==> src/rtl/game_sequencer_if.sv <==
// Draw-pass handshake bundle between the game sequencer and the map/sprite drawers.
// The sequencer is the master: it raises the enables and owns the VGA port select.
interface game_sequencer_if;
  logic draw_map;
  logic map_draw_done;
  logic draw_link;
  logic link_draw_done;
  logic vga_sel;

  modport master (
    output draw_map,
    output draw_link,
    output vga_sel,
    input  map_draw_done,
    input  link_draw_done
  );

  modport slave (
    input  draw_map,
    input  draw_link,
    input  vga_sel,
    output map_draw_done,
    output link_draw_done
  );
endinterface

==> src/rtl/game_sequencer.sv <==
// Frame-paced game-loop controller: input latch, settle, move, map draw, sprite draw.
// Optional draw-pass watchdog is enabled by defining DRAW_WATCHDOG_EN.
module game_sequencer #(
  parameter int FRAME_CYCLES   = 833333,
  parameter int TIMEOUT_CYCLES = 131072
) (
  input  logic                     clock,
  input  logic                     reset,
  input  logic                     start,
  game_sequencer_if.master         draw,
  output logic                     init,
  output logic                     idle,
  output logic                     reg_action,
  output logic                     apply_action,
  output logic [15:0]              frame_count,
  output logic [7:0]               overrun,
  output logic                     timeout_err
);

  typedef enum logic [2:0] {
    S_BOOT,
    S_INIT,
    S_WAIT,
    S_REG,
    S_SETTLE,
    S_APPLY,
    S_MAP,
    S_LINK
  } state_t;

  localparam logic [19:0] T_LAST = 20'(FRAME_CYCLES - 1);

  state_t      state;
  state_t      state_n;
  logic [19:0] timer;
  logic        pending;
  logic        tick;
  logic        ov_bump;
  logic        wd_hit;
  logic        map_fin;
  logic        link_fin;

  assign tick    = (state != S_BOOT) && (timer == T_LAST);
  assign ov_bump = tick && pending;

`ifdef DRAW_WATCHDOG_EN
  localparam logic [16:0] WD_LAST = 17'(TIMEOUT_CYCLES - 1);

  logic [16:0] wd_cnt;
  logic        in_draw;

  assign in_draw = (state == S_MAP) || (state == S_LINK);
  assign wd_hit  = in_draw && (wd_cnt == WD_LAST);

  // Counter restarts whenever a draw pass is entered, including MAP->LINK.
  always_ff @(posedge clock) begin
    if (reset) begin
      wd_cnt      <= '0;
      timeout_err <= 1'b0;
    end else begin
      if ((state_n != state) &&
          ((state_n == S_MAP) || (state_n == S_LINK)))
        wd_cnt <= '0;
      else if (in_draw)
        wd_cnt <= wd_cnt + 17'd1;
      if (wd_hit)
        timeout_err <= 1'b1;
    end
  end
`else
  assign wd_hit      = 1'b0;
  assign timeout_err = 1'b0;
`endif

  assign map_fin  = draw.map_draw_done | wd_hit;
  assign link_fin = draw.link_draw_done | wd_hit;

  always_comb begin
    state_n = state;
    unique case (state)
      S_BOOT:   if (start) state_n = S_INIT;
      S_INIT:   state_n = S_MAP;
      S_WAIT:   if (tick || pending) state_n = S_REG;
      S_REG:    state_n = S_SETTLE;
      S_SETTLE: state_n = S_APPLY;
      S_APPLY:  state_n = S_MAP;
      S_MAP:    if (map_fin) state_n = S_LINK;
      S_LINK:   if (link_fin) state_n = S_WAIT;
      default:  state_n = S_BOOT;
    endcase
  end

  // Outputs are decoded from the next state so they line up with the state register.
  always_ff @(posedge clock) begin
    if (reset) begin
      state          <= S_BOOT;
      timer          <= '0;
      pending        <= 1'b0;
      frame_count    <= '0;
      overrun        <= '0;
      init           <= 1'b0;
      idle           <= 1'b0;
      reg_action     <= 1'b0;
      apply_action   <= 1'b0;
      draw.draw_map  <= 1'b0;
      draw.draw_link <= 1'b0;
      draw.vga_sel   <= 1'b0;
    end else begin
      state <= state_n;

      if (state == S_BOOT || tick)
        timer <= '0;
      else
        timer <= timer + 20'd1;

      if (state == S_WAIT)
        pending <= 1'b0;
      else if (tick)
        pending <= 1'b1;

      if (ov_bump && overrun != 8'hFF)
        overrun <= overrun + 8'd1;

      if (state == S_LINK && state_n == S_WAIT)
        frame_count <= frame_count + 16'd1;

      init           <= state_n == S_INIT;
      idle           <= state_n == S_WAIT;
      reg_action     <= state_n == S_REG;
      apply_action   <= state_n == S_APPLY;
      draw.draw_map  <= state_n == S_MAP;
      draw.draw_link <= state_n == S_LINK;
      draw.vga_sel   <= state_n == S_LINK;
    end
  end

endmodule

==> src/flat_wrapper.sv <==
// flat-port wrapper written by rule: the top's interface ports become plain ports
module game_sequencer_flat 
#(
  parameter int FRAME_CYCLES   = 833333,
  parameter int TIMEOUT_CYCLES = 131072
)
  (clock, reset, start, init, idle, reg_action, apply_action, frame_count, overrun, timeout_err, draw_draw_map, draw_draw_link, draw_vga_sel, draw_map_draw_done, draw_link_draw_done);
  game_sequencer_if draw_i ();
  input  logic clock;
  input  logic reset;
  input  logic start;
  output logic init;
  output logic idle;
  output logic reg_action;
  output logic apply_action;
  output logic [15:0] frame_count;
  output logic [7:0] overrun;
  output logic timeout_err;
  output wire logic [$bits(draw_i.draw_map)-1:0] draw_draw_map;
  output wire logic [$bits(draw_i.draw_link)-1:0] draw_draw_link;
  output wire logic [$bits(draw_i.vga_sel)-1:0] draw_vga_sel;
  input wire logic [$bits(draw_i.map_draw_done)-1:0] draw_map_draw_done;
  input wire logic [$bits(draw_i.link_draw_done)-1:0] draw_link_draw_done;
  assign draw_draw_map = draw_i.draw_map;
  assign draw_draw_link = draw_i.draw_link;
  assign draw_vga_sel = draw_i.vga_sel;
  assign draw_i.map_draw_done = draw_map_draw_done;
  assign draw_i.link_draw_done = draw_link_draw_done;
  game_sequencer #(.FRAME_CYCLES(FRAME_CYCLES), .TIMEOUT_CYCLES(TIMEOUT_CYCLES)) u_core (.clock(clock), .reset(reset), .start(start), .draw(draw_i), .init(init), .idle(idle), .reg_action(reg_action), .apply_action(apply_action), .frame_count(frame_count), .overrun(overrun), .timeout_err(timeout_err));
endmodule
==> config.mk <==
export PLATFORM = sky130hd
export DESIGN_NAME = game_sequencer_flat
export DESIGN_NICKNAME = d
export VERILOG_FILES = /design/src/rtl/game_sequencer_if.sv /design/src/rtl/game_sequencer.sv /design/src/flat_wrapper.sv
export SDC_FILE = /design/constraint.sdc
export NUM_CORES = 1
export LEC_CHECK = 0
export BUFFER_PORTS_ARGS = -buffer_cell sky130_fd_sc_hd__buf_2
export CAP_MARGIN = 15
export CORE_MARGIN = 8
export CORE_UTILIZATION = 35
export CTS_CLUSTER_SIZE = 24
export DETAILED_ROUTE_END_ITERATION = 10
export SYNTH_ARGS = -nofsm -noshare
export SYNTH_HDL_FRONTEND = slang
export SYNTH_SLANG_ARGS = --single-unit
==> constraint.sdc <==
create_clock -name clock -period 1.8 [get_ports clock]
set_input_delay 0 -clock clock [delete_from_list [all_inputs] [get_ports clock]]
set_output_delay 0 -clock clock [all_outputs]
set_load 0.05 [all_outputs]
* Word-level counts from Yosys, hierarchy flattened
Index checks and enable logic that the tools add are counted.
** Cells by class
- Add/subtract/negate cells :: 3
- Equality and inequality tests :: 15
- Mux-type cells :: 5
- Reduce and logical (&&, ||, !) cells :: 11
** Operator list (number)
- equality test 3 bit, second input constant :: 7
- one-hot mux 3 bit (7 select lines) :: 1
- adder 20 x 1 -> 20 bit, second input constant :: 1
- equality test 20 bit, second input constant :: 1
- adder 16 x 1 -> 16 bit, second input constant :: 1
- equality test 3 x 2 -> 1 bit, second input constant :: 4
- 2-to-1 mux 3 bit :: 4
- adder 8 x 1 -> 8 bit, second input constant :: 1
- inequality test 8 bit, second input constant :: 1
- equality test 3 x 1 -> 1 bit, second input constant :: 2
- OR reduction 2 bit :: 3
- logical AND 1 bit :: 4
- zero test 3 bit :: 1
- nonzero test 3 bit :: 1
- logical OR 1 bit :: 2
** Word-level totals
- Flip-flop bits (word level) :: 54
- Output and inout port bits :: 32
- Word-level logic and storage cells :: 45

* Longest topological paths before layout
- Depth after elaboration :: 7
- Gate-level depth with buffers :: 8
- Gate-level depth less buffers :: 7

* Least setup slack after synthesis
No wires, ideal clock.
- Path type :: register to register
- From :: register u_core.overrun[0]
- To :: register u_core.overrun[4]
- Setup time :: 0.123 ns
- Arrival :: 1.923 ns
- Required time :: 1.677 ns
- Slack :: -0.247 ns
- Cell stages (with the launch flop) :: 7
- Path buffers :: 0
- Cells stage by stage :: dfxtp_1 ha_1 nand2_1 nor3_1 nor4_4 nand4_1 mux2_1
** On the way
- Word-level cells in the longest chain between the ends :: 2
- Elaborated cells on any way between the ends :: 3
** RTL lines
- from (decl) :: RTL line game_sequencer.sv:16 : output logic [7:0] overrun,
- from (signal assigned) :: RTL line game_sequencer.sv:122 : overrun <= overrun + 8'd1;
- parallel branches: the longest is 2 deep, another holds adder 8 x 1 -> 8 bit
Several ways; the timed one is not identified.
A chain may end at the register's enable or synchronous reset.

* Worst setup path after layout
- From :: register u_core.timer[16]
- To :: register u_core.overrun[4]
** On the way
- Word-level cells in the longest chain between the ends :: 4
** RTL lines
- from (decl) :: RTL line game_sequencer.sv:35 : logic [19:0] timer;
- from (signal assigned) :: RTL line game_sequencer.sv:114 : timer <= timer + 20'd1;
- equality test 20 bit :: RTL line game_sequencer.sv:43 : assign tick = (state != S_BOOT) && (timer == T_LAST);
- logical AND 1 bit :: RTL line game_sequencer.sv:43
- logical AND 1 bit :: RTL line game_sequencer.sv:44 : assign ov_bump = tick && pending;
- logical AND 1 bit :: RTL line game_sequencer.sv:121 : if (ov_bump && overrun != 8'hFF)
Every way passes these cells.

==> flow_summary.yaml <==
outcome:
  outcome: "finished, final reports clean"
detailed_routing:
  via_per_inst: 4.60
  drt-total-wl_um: 5030
  wire_per_inst_um: 11.8
  drc: 0
  vias: 1966
  ant_nets: 0
  drt_iter0_markers: 61
  dr.pass1.iters: 4
setup_path:
  crit_required_ns: 2.00
  crit_path_max_fanout: 5
  timing_worst_setup_path_type: "register to register"
  crit_path_start_kind: "register"
  r2r_start: "u_core.timer[16]"
  path_buf_inv: 0
  reg2reg_to: "u_core.overrun[4]"
  worst_ep_arrival_time_ns: 1.92
  slowest_delay_ns: 0.36
  cp_top_family: "simple AND/OR/NAND/NOR gates"
  slowest_stage: "dfxtp_1"
  cp_num_cells: 5
  path_cells: "and4bb_2 -> nand4_4 -> nor4_4 -> nand4_1 -> mux2_1"
  regToRegSetupSlack_ns: 0.08
  reg2reg_depth: 5
  endpoint_kind: "register"
grt:
  grt_overflow: 0
  grt_pass1_vias: 1890
  grt.total_usage_pct: 10.8
  grt_pass1_wl_um: 8740
  antenna_found_initial: 0
  grt_start_max_net_pins: 21
final_layout:
  area_growth_pct: 21.8
  drive_gt1_share_pct: 25.4
  utilization_pct: 44.0
  fin_nets: 339
  antenna_cells: 0
  mostFrequentLayoutCell: "nor2_1"
  layout_common_cells: "nor2_1 (53), dfxtp_1 (46), buf_2 (35)"
logic_synthesis:
  netlist_area_um2: 2460
  synth_largest_area_cell: "dfxtp_1"
  yosysTopAreaCellShare_pct: 44.0
  synth-async-reset-ratio_pct: 0
  ys_warn_count: 0
  ys_ff_latch: 54
  synth_edf_count: 0
  synth.avg_cell_area_um2: 8.71
  ys_types: 44
  synth_top_flop_cell: "dfxtp_1"
  synth_area_leaders: "dfxtp_1 (44%), nor2_1 (8.1%), xor2_1 (7.5%), xnor2_1 (4.6%), nand3_1 (3.5%)"
  synth_seq_area_share_pct: 44.0
  syn_nets: 291
  syn_inst: 282
sta:
  slew_violations: 0
  fin_worst_skew_ns: 0.00398
  setup_violations: 0
  fin_crit_sh_pct: 95.6
  rsz0062_at_grt: "no"
  min_period_ns: 1.72
  clock.fmax_mhz: 581
  hold_violations: 0
die:
  io_pins: 37
  fp.dieW_um: 99.8
  core_um2: 6790
  dieHeight_um: 99.8
  dieArea_um2: 9950
  row_count: 30
  initial_core_util_pct: 36.2
clock_tree:
  cts_setup_buffers: 0
  htree_num_levels: 2
  clk_latency_ns: 0.30
  cts.sinks: 54
  cts_buffers: 5
  cts_tree: "done"
  cts_buffer_depth: 2
  cts_root_buf: "clkbuf_8"
  clk_pin_slew_ns: 0.09
placed_design:
  dp_hpwl_um: 3680
  gp_congestion: 0.748
  port_buffers: 35
min_path:
  hp-start: "draw_link_draw_done"
  hold_class: "primary input to register"
  hold-path-endpoint: "u_core.draw.draw_link"
  min_path_cells: 4
power:
  sw_frac_of_total_pct: 30.5
  power.density_nw_per_um2: 860
  p_seq_share_pct: 50.4
  clkPwrFrac_pct: 26.8
  p_total_mw: 2.57
  peakVddDrop_v: 0.000479
  p_sw_mw: 0.783
  cellInternalPower_mw: 1.79
  p_comb_share_pct: 22.8
  p_leak_nw: 1.17
flow_run:
  maxCapViolCount: 0
[metal layers]
layer	vias to the layer above	GRT usage, %	wire, um	part of all wire, %
met5	-	0	0	0
met2	29	16.7	2220	44
met4	0	5.94	104	2.1
met1	888	13.1	2470	49
met3	7	2.98	241	4.8
li1	1042	-	-	-
[cell type report]
type	count	area (um^2)
Clock buffer	7	86.3
Clock inverter	1	5.00
Fill cell	682	3800
Inverter	6	22.5
Multi-Input combinational cell	207	1320
Sequential cell	54	1090
Tap cell	96	120
Timing Repair Buffer	56	348
[per-stage QoR]
stage	hold WS (ns)	area, um^2	setup slack, ns	TNS (ns)	cells
3_5_place_dp	0.295	2840	0.0478	0	418
2_1_floorplan	0.171	2460	-0.0332	-0.0332	282
6_report	0.0169	2990	0.0792	0	427
3_3_place_gp	0.299	2840	0.0511	0	418
4_1_cts	0.00871	2940	0.0157	0	427
5_1_grt	0.0330	2990	0.000764	0	427
[logic make-up after synthesis]
logic type,count (synthesis),synth area share (%)
AO/OA/AOI/OAI,15,3.97
other,1,0.153
AND/OR/NAND/NOR,149,31.9
buffers and inverters,21,4.08
XOR/XNOR,34,12.1
multiplexers,4,1.68
adder cells (fa/ha/maj),4,2.04
flip-flops,54,44.0
[how the worst max path moves through the flow]
| stage | to | start | slack, ns |
|---|---|---|---|
| 6_report | u_core.overrun[4] | u_core.timer[16] | 0.08 |
| 5_1_grt | u_core.overrun[1] | u_core.timer[16] | 0.0008 |
| 4_1_cts | u_core.overrun[7] | u_core.timer[0] | 0.02 |
| 3_5_place_dp | u_core.overrun[7] | u_core.timer[0] | 0.05 |
| 3_3_place_gp | u_core.overrun[7] | u_core.timer[11] | 0.05 |
| 2_1_floorplan | u_core.overrun[4] | u_core.overrun[0] | -0.03 |
[synthesized netlist by cell type (2+ instances only)]
cell type,count
or3_1,2
nor4b_1,4
nand3b_1,2
nor4_1,3
nand4_1,6
xor2_1,21
mux2i_1,3
a21oi_1,7
nor2b_1,4
xnor2_1,13
or2_2,2
nand3_1,17
ha_1,4
nor2_1,53
dfxtp_1,54
nor3_1,8
buf_2,2
and4_1,5
inv_1,6
buf_4,2
clkbuf_1,10
nand2b_1,3
and3_1,7
and2_1,3
nand2_1,22
[worst register-to-register path, delay by kind of cell (launching register included)]
| family | cells | cell delay [ns] |
|---|---|---|
| DFF | 1 | 0.36 |
| muxes | 1 | 0.31 |
| and+or+nand+nor | 4 | 0.95 |
[power groups by stage]
stage,Combinational [mW],Clock [mW],Sequential [mW]
after global placement,0.588,0,1.32
final,0.586,0.689,1.30
after floorplan,0.335,0,1.39
after global routing,0.650,0.770,1.31
after detailed placement,0.588,0,1.32
after CTS,0.592,0.720,1.29
[sequential cells by signal (all words and copies together) (netlist names)]
signal	flops
u_core.timer	20
u_core.frame_count	16
u_core.overrun	8
u_core.state	3
u_core.apply_action	1
u_core.draw.draw_link	1
u_core.draw.draw_map	1
u_core.idle	1
u_core.init	1
u_core.pending	1
u_core.reg_action	1
[what timing repair did]
action                                  CTS  global route
hold endpoints to repair                  1             0
gates resized for setup                   0            11
hold buffers                              1             0
endpoints found under the setup margin    0             9
Power figures use the tool's default switching activity.
